===== config.mk =====
export PLATFORM = sky130hd
export DESIGN_NAME = rv_bus_arbiter
export DESIGN_NICKNAME = d
export VERILOG_FILES = /design/src/rtl/rv_bus_pkg.sv /design/src/rtl/rv_rr_arbiter.sv /design/src/rtl/rv_bus_arbiter.sv
export SDC_FILE = /design/constraint.sdc
export NUM_CORES = 1
export LEC_CHECK = 0
export CAP_MARGIN = 30
export CORE_AREA = 2 2 172 174
export CTS_BUF_LIST = sky130_fd_sc_hd__clkbuf_16
export DETAILED_ROUTE_END_ITERATION = 8
export DIE_AREA = 0 0 174 176
export GPL_TIMING_DRIVEN = 0
export MAX_ROUTING_LAYER = met4
export SYNTH_ARGS = -nofsm -noshare
export SYNTH_HDL_FRONTEND = slang
export SYNTH_SLANG_ARGS = --single-unit

===== constraint.sdc =====
create_clock -name clk -period 2.5 [get_ports clk]
set_clock_uncertainty 0.1 [all_clocks]
set_input_delay 0.5 -clock clk [delete_from_list [all_inputs] [get_ports clk]]
set_output_delay 0.5 -clock clk [all_outputs]
set_load 0.05 [all_outputs]

===== src/rtl/rv_bus_pkg.sv =====
// Shared definitions for the RISC-V bus arbiter: FSM state encoding,
// bus access-size codes and pointer arithmetic helper.
package rv_bus_pkg;

    typedef enum logic {
        ST_IDLE = 1'b0,
        ST_BUSY = 1'b1
    } bus_state_e;

    localparam logic [2:0] SIZE_BYTE  = 3'd0;
    localparam logic [2:0] SIZE_HALF  = 3'd1;
    localparam logic [2:0] SIZE_WORD  = 3'd2;
    localparam logic [2:0] SIZE_DWORD = 3'd3;

    // Increment an index modulo n (n >= 1).
    function automatic int wrap_inc(input int idx, input int n);
        return ((idx + 1) >= n) ? 0 : (idx + 1);
    endfunction

endpackage


===== src/rtl/rv_rr_arbiter.sv =====
// Combinational one-hot arbiter: picks the first requester starting at
// start_ptr (round-robin) or at index 0 (fixed priority).
module rv_rr_arbiter #(
    parameter int NUM_MASTERS = 2,
    parameter int GW          = 1
) (
    input  logic [NUM_MASTERS-1:0] req,
    input  logic [GW-1:0]          start_ptr,
    input  logic                   rr_mode,
    output logic [NUM_MASTERS-1:0] grant,
    output logic                   any_req
);

    int base_s;
    int pos_s;

    // Rotating search; the inner loop keeps every bit-select constant.
    always_comb begin
        grant   = '0;
        any_req = 1'b0;
        pos_s   = 0;
        if (rr_mode) begin
            base_s = int'(start_ptr);
        end else begin
            base_s = 0;
        end
        for (int off = 0; off < NUM_MASTERS; off++) begin
            if ((base_s + off) >= NUM_MASTERS) begin
                pos_s = base_s + off - NUM_MASTERS;
            end else begin
                pos_s = base_s + off;
            end
            for (int j = 0; j < NUM_MASTERS; j++) begin
                if (!any_req && req[j] && (j == pos_s)) begin
                    grant[j] = 1'b1;
                    any_req  = 1'b1;
                end else begin
                    grant[j] = grant[j];
                end
            end
        end
    end

endmodule


===== src/rtl/rv_bus_arbiter.sv =====
// Multi-master to single-slave bus arbiter with fixed-priority or
// round-robin selection and a per-transfer completion timeout.
module rv_bus_arbiter
    import rv_bus_pkg::*;
#(
    parameter int XLEN           = 32,
    parameter int NUM_MASTERS    = 2,
    parameter int ARB_MODE       = 1,
    parameter int TIMEOUT_CYCLES = 256,
    localparam int GW = (NUM_MASTERS > 1) ? $clog2(NUM_MASTERS) : 1
) (
    input  logic                        clk,
    input  logic                        reset,
    input  logic [NUM_MASTERS-1:0]      m_req_valid,
    input  logic [NUM_MASTERS*XLEN-1:0] m_req_addr,
    input  logic [NUM_MASTERS*64-1:0]   m_req_wdata,
    input  logic [NUM_MASTERS-1:0]      m_req_we,
    input  logic [NUM_MASTERS*3-1:0]    m_req_size,
    output logic [NUM_MASTERS-1:0]      m_req_ready,
    output logic [63:0]                 m_req_rdata,
    output logic                        m_req_err,
    output logic                        s_req_valid,
    output logic [XLEN-1:0]             s_req_addr,
    output logic [63:0]                 s_req_wdata,
    output logic                        s_req_we,
    output logic [2:0]                  s_req_size,
    input  logic                        s_req_ready,
    input  logic [63:0]                 s_req_rdata,
    output logic [GW-1:0]               grant_id,
    output logic                        busy
);

    localparam int TW = (TIMEOUT_CYCLES > 0) ? $clog2(TIMEOUT_CYCLES + 1) : 1;
    localparam logic [TW-1:0] TMO_LAST = (TIMEOUT_CYCLES > 0) ? TW'(TIMEOUT_CYCLES - 1) : '0;
    localparam logic [TW-1:0] TMO_SAT  = {TW{1'b1}};
    localparam logic          RR_MODE  = (ARB_MODE != 0) ? 1'b1 : 1'b0;

    bus_state_e             state_r, state_nxt_s;
    logic [GW-1:0]          grant_r, grant_nxt_s;
    logic [GW-1:0]          rr_ptr_r, rr_ptr_nxt_s;
    logic [TW-1:0]          tmo_cnt_r, tmo_cnt_nxt_s;
    logic [NUM_MASTERS-1:0] arb_onehot_s;
    logic                   arb_any_s;
    logic [GW-1:0]          arb_idx_s;
    logic                   grant_valid_s;
    logic                   tmo_hit_s;
    logic                   in_busy_s;
    logic                   done_ok_s;
    logic                   done_tmo_s;

    rv_rr_arbiter #(
        .NUM_MASTERS (NUM_MASTERS),
        .GW          (GW)
    ) u_arb (
        .req       (m_req_valid),
        .start_ptr (rr_ptr_r),
        .rr_mode   (RR_MODE),
        .grant     (arb_onehot_s),
        .any_req   (arb_any_s)
    );

    // One-hot winner to binary index.
    always_comb begin
        arb_idx_s = '0;
        for (int i = 0; i < NUM_MASTERS; i++) begin
            if (arb_onehot_s[i]) begin
                arb_idx_s = GW'(i);
            end else begin
                arb_idx_s = arb_idx_s;
            end
        end
    end

    assign grant_valid_s = m_req_valid[grant_r];
    assign tmo_hit_s     = (TIMEOUT_CYCLES != 0) && (tmo_cnt_r == TMO_LAST);
    assign in_busy_s     = (state_r == ST_BUSY) && !reset;

    // Next-state logic; a dropped request aborts silently without completion.
    always_comb begin
        state_nxt_s   = state_r;
        grant_nxt_s   = grant_r;
        rr_ptr_nxt_s  = rr_ptr_r;
        tmo_cnt_nxt_s = tmo_cnt_r;
        done_ok_s     = 1'b0;
        done_tmo_s    = 1'b0;
        if (reset) begin
            state_nxt_s = ST_IDLE;
        end else begin
            case (state_r)
                ST_IDLE: begin
                    if (arb_any_s) begin
                        state_nxt_s   = ST_BUSY;
                        grant_nxt_s   = arb_idx_s;
                        tmo_cnt_nxt_s = '0;
                    end else begin
                        state_nxt_s = ST_IDLE;
                    end
                end
                ST_BUSY: begin
                    if (!grant_valid_s) begin
                        state_nxt_s = ST_IDLE;
                    end else if (s_req_ready) begin
                        done_ok_s    = 1'b1;
                        state_nxt_s  = ST_IDLE;
                        rr_ptr_nxt_s = GW'(wrap_inc(int'(grant_r), NUM_MASTERS));
                    end else if (tmo_hit_s) begin
                        done_tmo_s   = 1'b1;
                        state_nxt_s  = ST_IDLE;
                        rr_ptr_nxt_s = GW'(wrap_inc(int'(grant_r), NUM_MASTERS));
                    end else if (tmo_cnt_r != TMO_SAT) begin
                        tmo_cnt_nxt_s = tmo_cnt_r + TW'(1);
                    end else begin
                        tmo_cnt_nxt_s = tmo_cnt_r;
                    end
                end
                default: begin
                    state_nxt_s = ST_IDLE;
                end
            endcase
        end
    end

    // State, grant, round-robin pointer and timeout counter registers.
    always_ff @(posedge clk) begin
        if (reset) begin
            state_r   <= ST_IDLE;
            grant_r   <= '0;
            rr_ptr_r  <= '0;
            tmo_cnt_r <= '0;
        end else begin
            state_r   <= state_nxt_s;
            grant_r   <= grant_nxt_s;
            rr_ptr_r  <= rr_ptr_nxt_s;
            tmo_cnt_r <= tmo_cnt_nxt_s;
        end
    end

    // Completion strobe goes only to the granted master.
    always_comb begin
        m_req_ready = '0;
        for (int i = 0; i < NUM_MASTERS; i++) begin
            m_req_ready[i] = (done_ok_s || done_tmo_s) && (grant_r == GW'(i));
        end
    end

    assign m_req_rdata = done_ok_s ? s_req_rdata : 64'd0;
    assign m_req_err   = done_tmo_s;
    assign s_req_valid = in_busy_s && grant_valid_s && !(tmo_hit_s && !s_req_ready);
    assign s_req_addr  = m_req_addr[grant_r*XLEN +: XLEN];
    assign s_req_wdata = m_req_wdata[grant_r*64 +: 64];
    assign s_req_we    = m_req_we[grant_r];
    assign s_req_size  = m_req_size[grant_r*3 +: 3];
    assign grant_id    = grant_r;
    assign busy        = in_busy_s;

endmodule


**After elaboration in Yosys (flattened, before gate mapping)**

Cells that the tools add are included.

- Register bits: 12
- Bits of input ports: 269
- Logic and storage cells: 91

- Add/sub/neg operators: 5
- Reductions and logical operators: 26
- Magnitude comparators: 4
- Bitwise operators: 2
- Multiply operators: 1
- Eq/ne operators: 9
- Mux-type cells: 37
- Shifts and indexed selects: 3

Operators by type and width:

| operator | number |
|---|---|
| variable part select 128 x 8 -> 64 bit | 1 |
| equality test 2 x 32 -> 1 bit (first input constant) | 2 |
| zero test 32 bit | 2 |
| 2-to-1 mux 32 bit | 2 |
| 2-to-1 mux 64 bit | 1 |
| variable part select 64 x 7 -> 32 bit | 1 |
| 2-to-1 mux 9 bit | 5 |
| >= comparator 32 x 3 -> 1 bit (second input constant) | 1 |
| subtractor 32 x 3 -> 32 bit (second input constant) | 1 |
| 2-to-1 mux 1 bit | 27 |
| case mux 9 bit (2 select lines) | 1 |
| logical AND 1 bit | 13 |
| adder 9 x 1 -> 9 bit (second input constant) | 1 |
| equality test 9 x 8 -> 1 bit (second input constant) | 1 |
| inequality test 9 bit (second input constant) | 1 |
| zero test 1 bit | 6 |
| inequality test 2 bit (second input constant) | 3 |
| variable part select 6 x 4 -> 3 bit | 1 |
| AND reduction 5 bit | 1 |
| adder 1 x 1 -> 2 bit (second input constant) | 2 |
| inequality test 2 x 1 -> 1 bit (second input constant) | 2 |
| multiplier 1 x 2 -> 3 bit (second input constant) | 1 |
| AND reduction 3 bit | 1 |
| subtractor 1 x 2 -> 3 bit (second input constant) | 1 |
| 8 further kinds | 9 |

**Depth between registers and ports, before layout**

- Depth in word-level cells: 19
- Mapped depth: 8
- Depth with buffers taken out: 8

**Hierarchy**

From an unflattened synthesis, not the netlist that was laid out.

- Cell total of the unflattened synthesis: 273
- Area total of the unflattened synthesis: 2368.5 um2

Modules (own cells, without submodules):

| module | instances | area an instance (um2) | cells an instance |
|---|---|---|---|
| rv_bus_arbiter | 1 | 2341.0 | 268 |
| rv_rr_arbiter | 1 | 27.5 | 5 |

**Worst setup path before layout**

Ideal clock, no wire load.

- Path kind: input port to output port
- Start: input port reset
- End: output port m_req_ready[0]
- Path buffers: 0
- Data arrival time: 2.633 ns
- Setup slack: -0.733 ns
- Stages: 3
- Data required time: 1.900 ns
- Path through: nor2b_1 o21ai_0 nor3_1

- Word-level cells in the longest chain between the ends: 3
- Elaborated cells on any way between the ends: 4
- Classes of those cells: mux (2); reduce/logical (2)

RTL lines:

| element | line | RTL |
|---|---|---|
| start: declaration | rv_bus_arbiter.sv:13 | `input logic reset,` |
| 2-to-1 mux 1 bit | rv_bus_arbiter.sv:86 | `if (reset) begin` |
| logical OR 1 bit * | rv_bus_arbiter.sv:142 | `m_req_ready[i] = (done_ok_s \|\| done_tmo_s) && (grant_r == GW'(i));` |
| logical AND 1 bit * | rv_bus_arbiter.sv:142 |  |
| end: declaration | rv_bus_arbiter.sv:19 | `output logic [NUM_MASTERS-1:0] m_req_ready,` |

Mark *: on every way between the ends. The rest lies on a longest branch, timed or not.

**Worst setup path in the final report**

- Start: register grant_r, in the netlist grant_id
- End: output port s_req_addr[24]

- Word-level cells in the longest chain between the ends: 1

RTL lines:

| element | line | RTL |
|---|---|---|
| start: declaration | rv_bus_arbiter.sv:39 | `logic [GW-1:0] grant_r, grant_nxt_s;` |
| start signal: assignment | rv_bus_arbiter.sv:132 | `grant_r <= grant_nxt_s;` |
| variable part select 64 x 7 -> 32 bit | rv_bus_arbiter.sv:149 | `assign s_req_addr = m_req_addr[grant_r*XLEN +: XLEN];` |
| end: declaration | rv_bus_arbiter.sv:23 | `output logic [XLEN-1:0] s_req_addr,` |

Every way passes these cells.

==> impl_metrics.json <==
{
  "status": "completed",
  "pre_cts_ws_ns": -1.27,
  "grt_pass1_wl_um": 26500,
  "max_stage_delay_ns": 0.43,
  "drv_slew": 0,
  "grt.total_usage_pct": 11.9,
  "antenna_found_initial": 4,
  "place_area_um2": 7210,
  "die-area_um2": 30600,
  "clk_pin_slew_ns": 0.04,
  "critPathLaunchType": "register",
  "setup_ws_ns": 0.0842,
  "crit_slowest_cell": "dlygate4sd2_1",
  "fmax_mhz": 414,
  "fin_nets": 989,
  "place_hpwl_um": 17600,
  "coreArea_um2": 28500,
  "rsz0062_at_grt": "no",
  "cts.sinks": 12,
  "cts_buffer_depth": 2,
  "synth_commonest_cells": "mux2_2, and2_1, clkbuf_1, dfxtp_1, a21oi_1",
  "drt-vias-per-instance": 3.48,
  "synth_flop_cell": "dfxtp_1",
  "maxCapViolCount": 0,
  "die_y_um": 176,
  "yosysUniqueCellTypes": 34,
  "grt_pass1_vias": 4209,
  "end_kind": "output pin",
  "io_pins": 439,
  "finalSetupTns_ns": 0,
  "min_path_type": "reg2reg",
  "drt_iter0_drc": 122,
  "wirelength_um": 19400,
  "ant_nets": 0,
  "path_class": "reg2out",
  "cp.arrival_ns": 1.82,
  "dr.pass1.iters": 4,
  "drc": 0,
  "avgSynthCellArea_um2": 8.62,
  "grt.overflow.total": 0,
  "p_per_area_nw_per_um2": 279,
  "p_leak_nw": 2.92,
  "syn_area_um2": 2330,
  "synthesis.nets": 542,
  "async_flop_share_pct": 0,
  "core.rowCount": 62,
  "synth_most_common_cell": "mux2_2",
  "setup_violations": 0,
  "min_period_over_period_pct": 96.6,
  "htree_levels": 1,
  "cts_buffers": 3,
  "crit_chain": "buf_4 > clkbuf_4 > mux2_2 > dlygate4sd2_1",
  "port_buffers": 438,
  "synth.area.top_cells": "mux2_2, and2_1, dfxtp_1",
  "fin_crit_ns": 2.42,
  "layout-drive-gt1-share_pct": 41.0,
  "yosys_register_bits": 12,
  "yosys_warnings": 0,
  "crit_buf_inv": 3,
  "synth_edf_count": 0,
  "hold_ws_ns": 0.387,
  "relSlewSlack_pct": 57.7,
  "ir_drop_mv": 0.147,
  "grt_max_degree": 11,
  "initial_core_util_pct": 8.15,
  "tightestPinTransition_ns": 0.633,
  "crit_family": "buffers and inverters",
  "synth_top_area_share_pct": 48.4,
  "synth_largest_area_cell": "mux2_2",
  "root_buffer": "clkbuf_16",
  "syn_inst": 270,
  "design_area_um2": 7320,
  "die_w_um": 174,
  "cts_hold_buffers": 0,
  "yosysSeqAreaShare_pct": 10.3,
  "detail_route.wl_per_cell_um": 17.6,
  "cp_max_fo": 10,
  "crit_required_ns": 1.90,
  "hold_viol": 0,
  "insertion_delay_ns": 0.24,
  "area_growth_pct": 214,
  "place.gp.congestion": 0.715,
  "cts_tree": "done",
  "num_vias": 3835
}
timing repair:
item                       4_1_cts  5_1_grt
pin swaps                        0        1
setup endpoints to repair      169       81
buffers inserted                 2        3
gates cloned                     1        0
gates resized for setup        843       18
registers in the layout (all words and copies together) (netlist names):
name / flops
grant_id: 1
state_r: 1
rr_ptr_r: 1
tmo_cnt_r: 9
cells by family (layout without fill, tap and decap cells):
| kind of cell | count (synthesis) | count (layout) | synth area share [%] |
|---|---|---|---|
| flip-flops | 12 | 12 | 10.3 |
| AO/OA/AOI/OAI | 23 | 23 | 6.13 |
| adder cells (fa/ha/maj) | 3 | 3 | 1.61 |
| AND/OR/NAND/NOR | 101 | 101 | 27.0 |
| other | 0 | 3 | 0 |
| buffers and inverters | 27 | 472 | 4.78 |
| multiplexers | 104 | 104 | 50.2 |
cell type report:
class / instances / area (um^2)
Tap cell: 384 / 480
Clock buffer: 3 / 75.1
Fill cell: 3115 / 21200
Inverter: 6 / 22.5
Timing Repair Buffer: 444 / 4260
Sequential cell: 12 / 249
Multi-Input combinational cell: 231 / 2050
Buffer: 19 / 173
Antenna cell: 3 / 7.51
placed cells by master (no fill, tap or decap), types with 3 or more instances in the layout:
| cell type | n |
|---|---|
| dlygate4sd2_1 | 33 |
| or3_1 | 5 |
| nand3_1 | 3 |
| dfxtp_1 | 7 |
| and2_1 | 53 |
| mux2i_1 | 3 |
| clkdlybuf4s15_2 | 27 |
| a21oi_1 | 9 |
| diode_2 | 3 |
| o211ai_1 | 4 |
| nand2_1 | 7 |
| buf_2 | 45 |
| clkbuf_8 | 5 |
| nor2_1 | 3 |
| clkbuf_16 | 3 |
| o21ai_0 | 3 |
| mux2_2 | 100 |
| inv_1 | 6 |
| dfxtp_2 | 4 |
| buf_6 | 63 |
| clkbuf_2 | 4 |
| and2_4 | 12 |
| buf_4 | 15 |
| clkdlybuf4s50_1 | 265 |
report_power, final:
| group | internal [mW] | leakage [nW] | switching, mW |
|---|---|---|---|
| sequential | 0.196 | 0.100 | 0.00757 |
| combinational | 0.701 | 2.78 | 0.852 |
| clock | 0.208 | 0.0370 | 0.0794 |
| total | 1.10 | 2.92 | 0.939 |
tightest hold or removal path: stages (launching register included):
cell and delay, ns:
dfxtp_1 0.31, inv_1 0.05, a221oi_1 0.06
path summary, 6_finish.rpt:
| check | endpoint | depth (start not counted) | startpoint | slack [ns] |
|---|---|---|---|---|
| max reg2reg | tmo_cnt_r[4]$_SDFFE_PP0P_ | 8 | tmo_cnt_r[0]$_SDFFE_PP0P_ | 0.22 |
| min reg2reg | rr_ptr_r$_SDFFE_PP0P_ | 2 | rr_ptr_r$_SDFFE_PP0P_ | 0.39 |
| max | s_req_addr[24] | 4 | grant_id$_SDFFE_PP0P_ | 0.08 |
| min | rr_ptr_r$_SDFFE_PP0P_ | 2 | rr_ptr_r$_SDFFE_PP0P_ | 0.39 |
stage by stage:
step | total power [mW] | util (%) | cells
final | 2.04 | 25.6 | 1102
after floorplan | 1.03 | - | 270
after global routing | 2.13 | 25.6 | 1102
after CTS | 2.07 | 25.6 | 1098
after global placement | 1.84 | 25.3 | 1092
after detailed placement | 1.84 | 25.3 | 1092
metal layers:
layer | share of wire (%) | GRT usage (%) | vias to the layer above
met5 | 0 | - | -
met3 | 9.2 | 2.99 | 2
met4 | 0.34 | 1.51 | 0
met1 | 38 | 12.9 | 1705
li1 | - | - | 1858
met2 | 52 | 22.5 | 270
(Power assumes the default switching activity.)
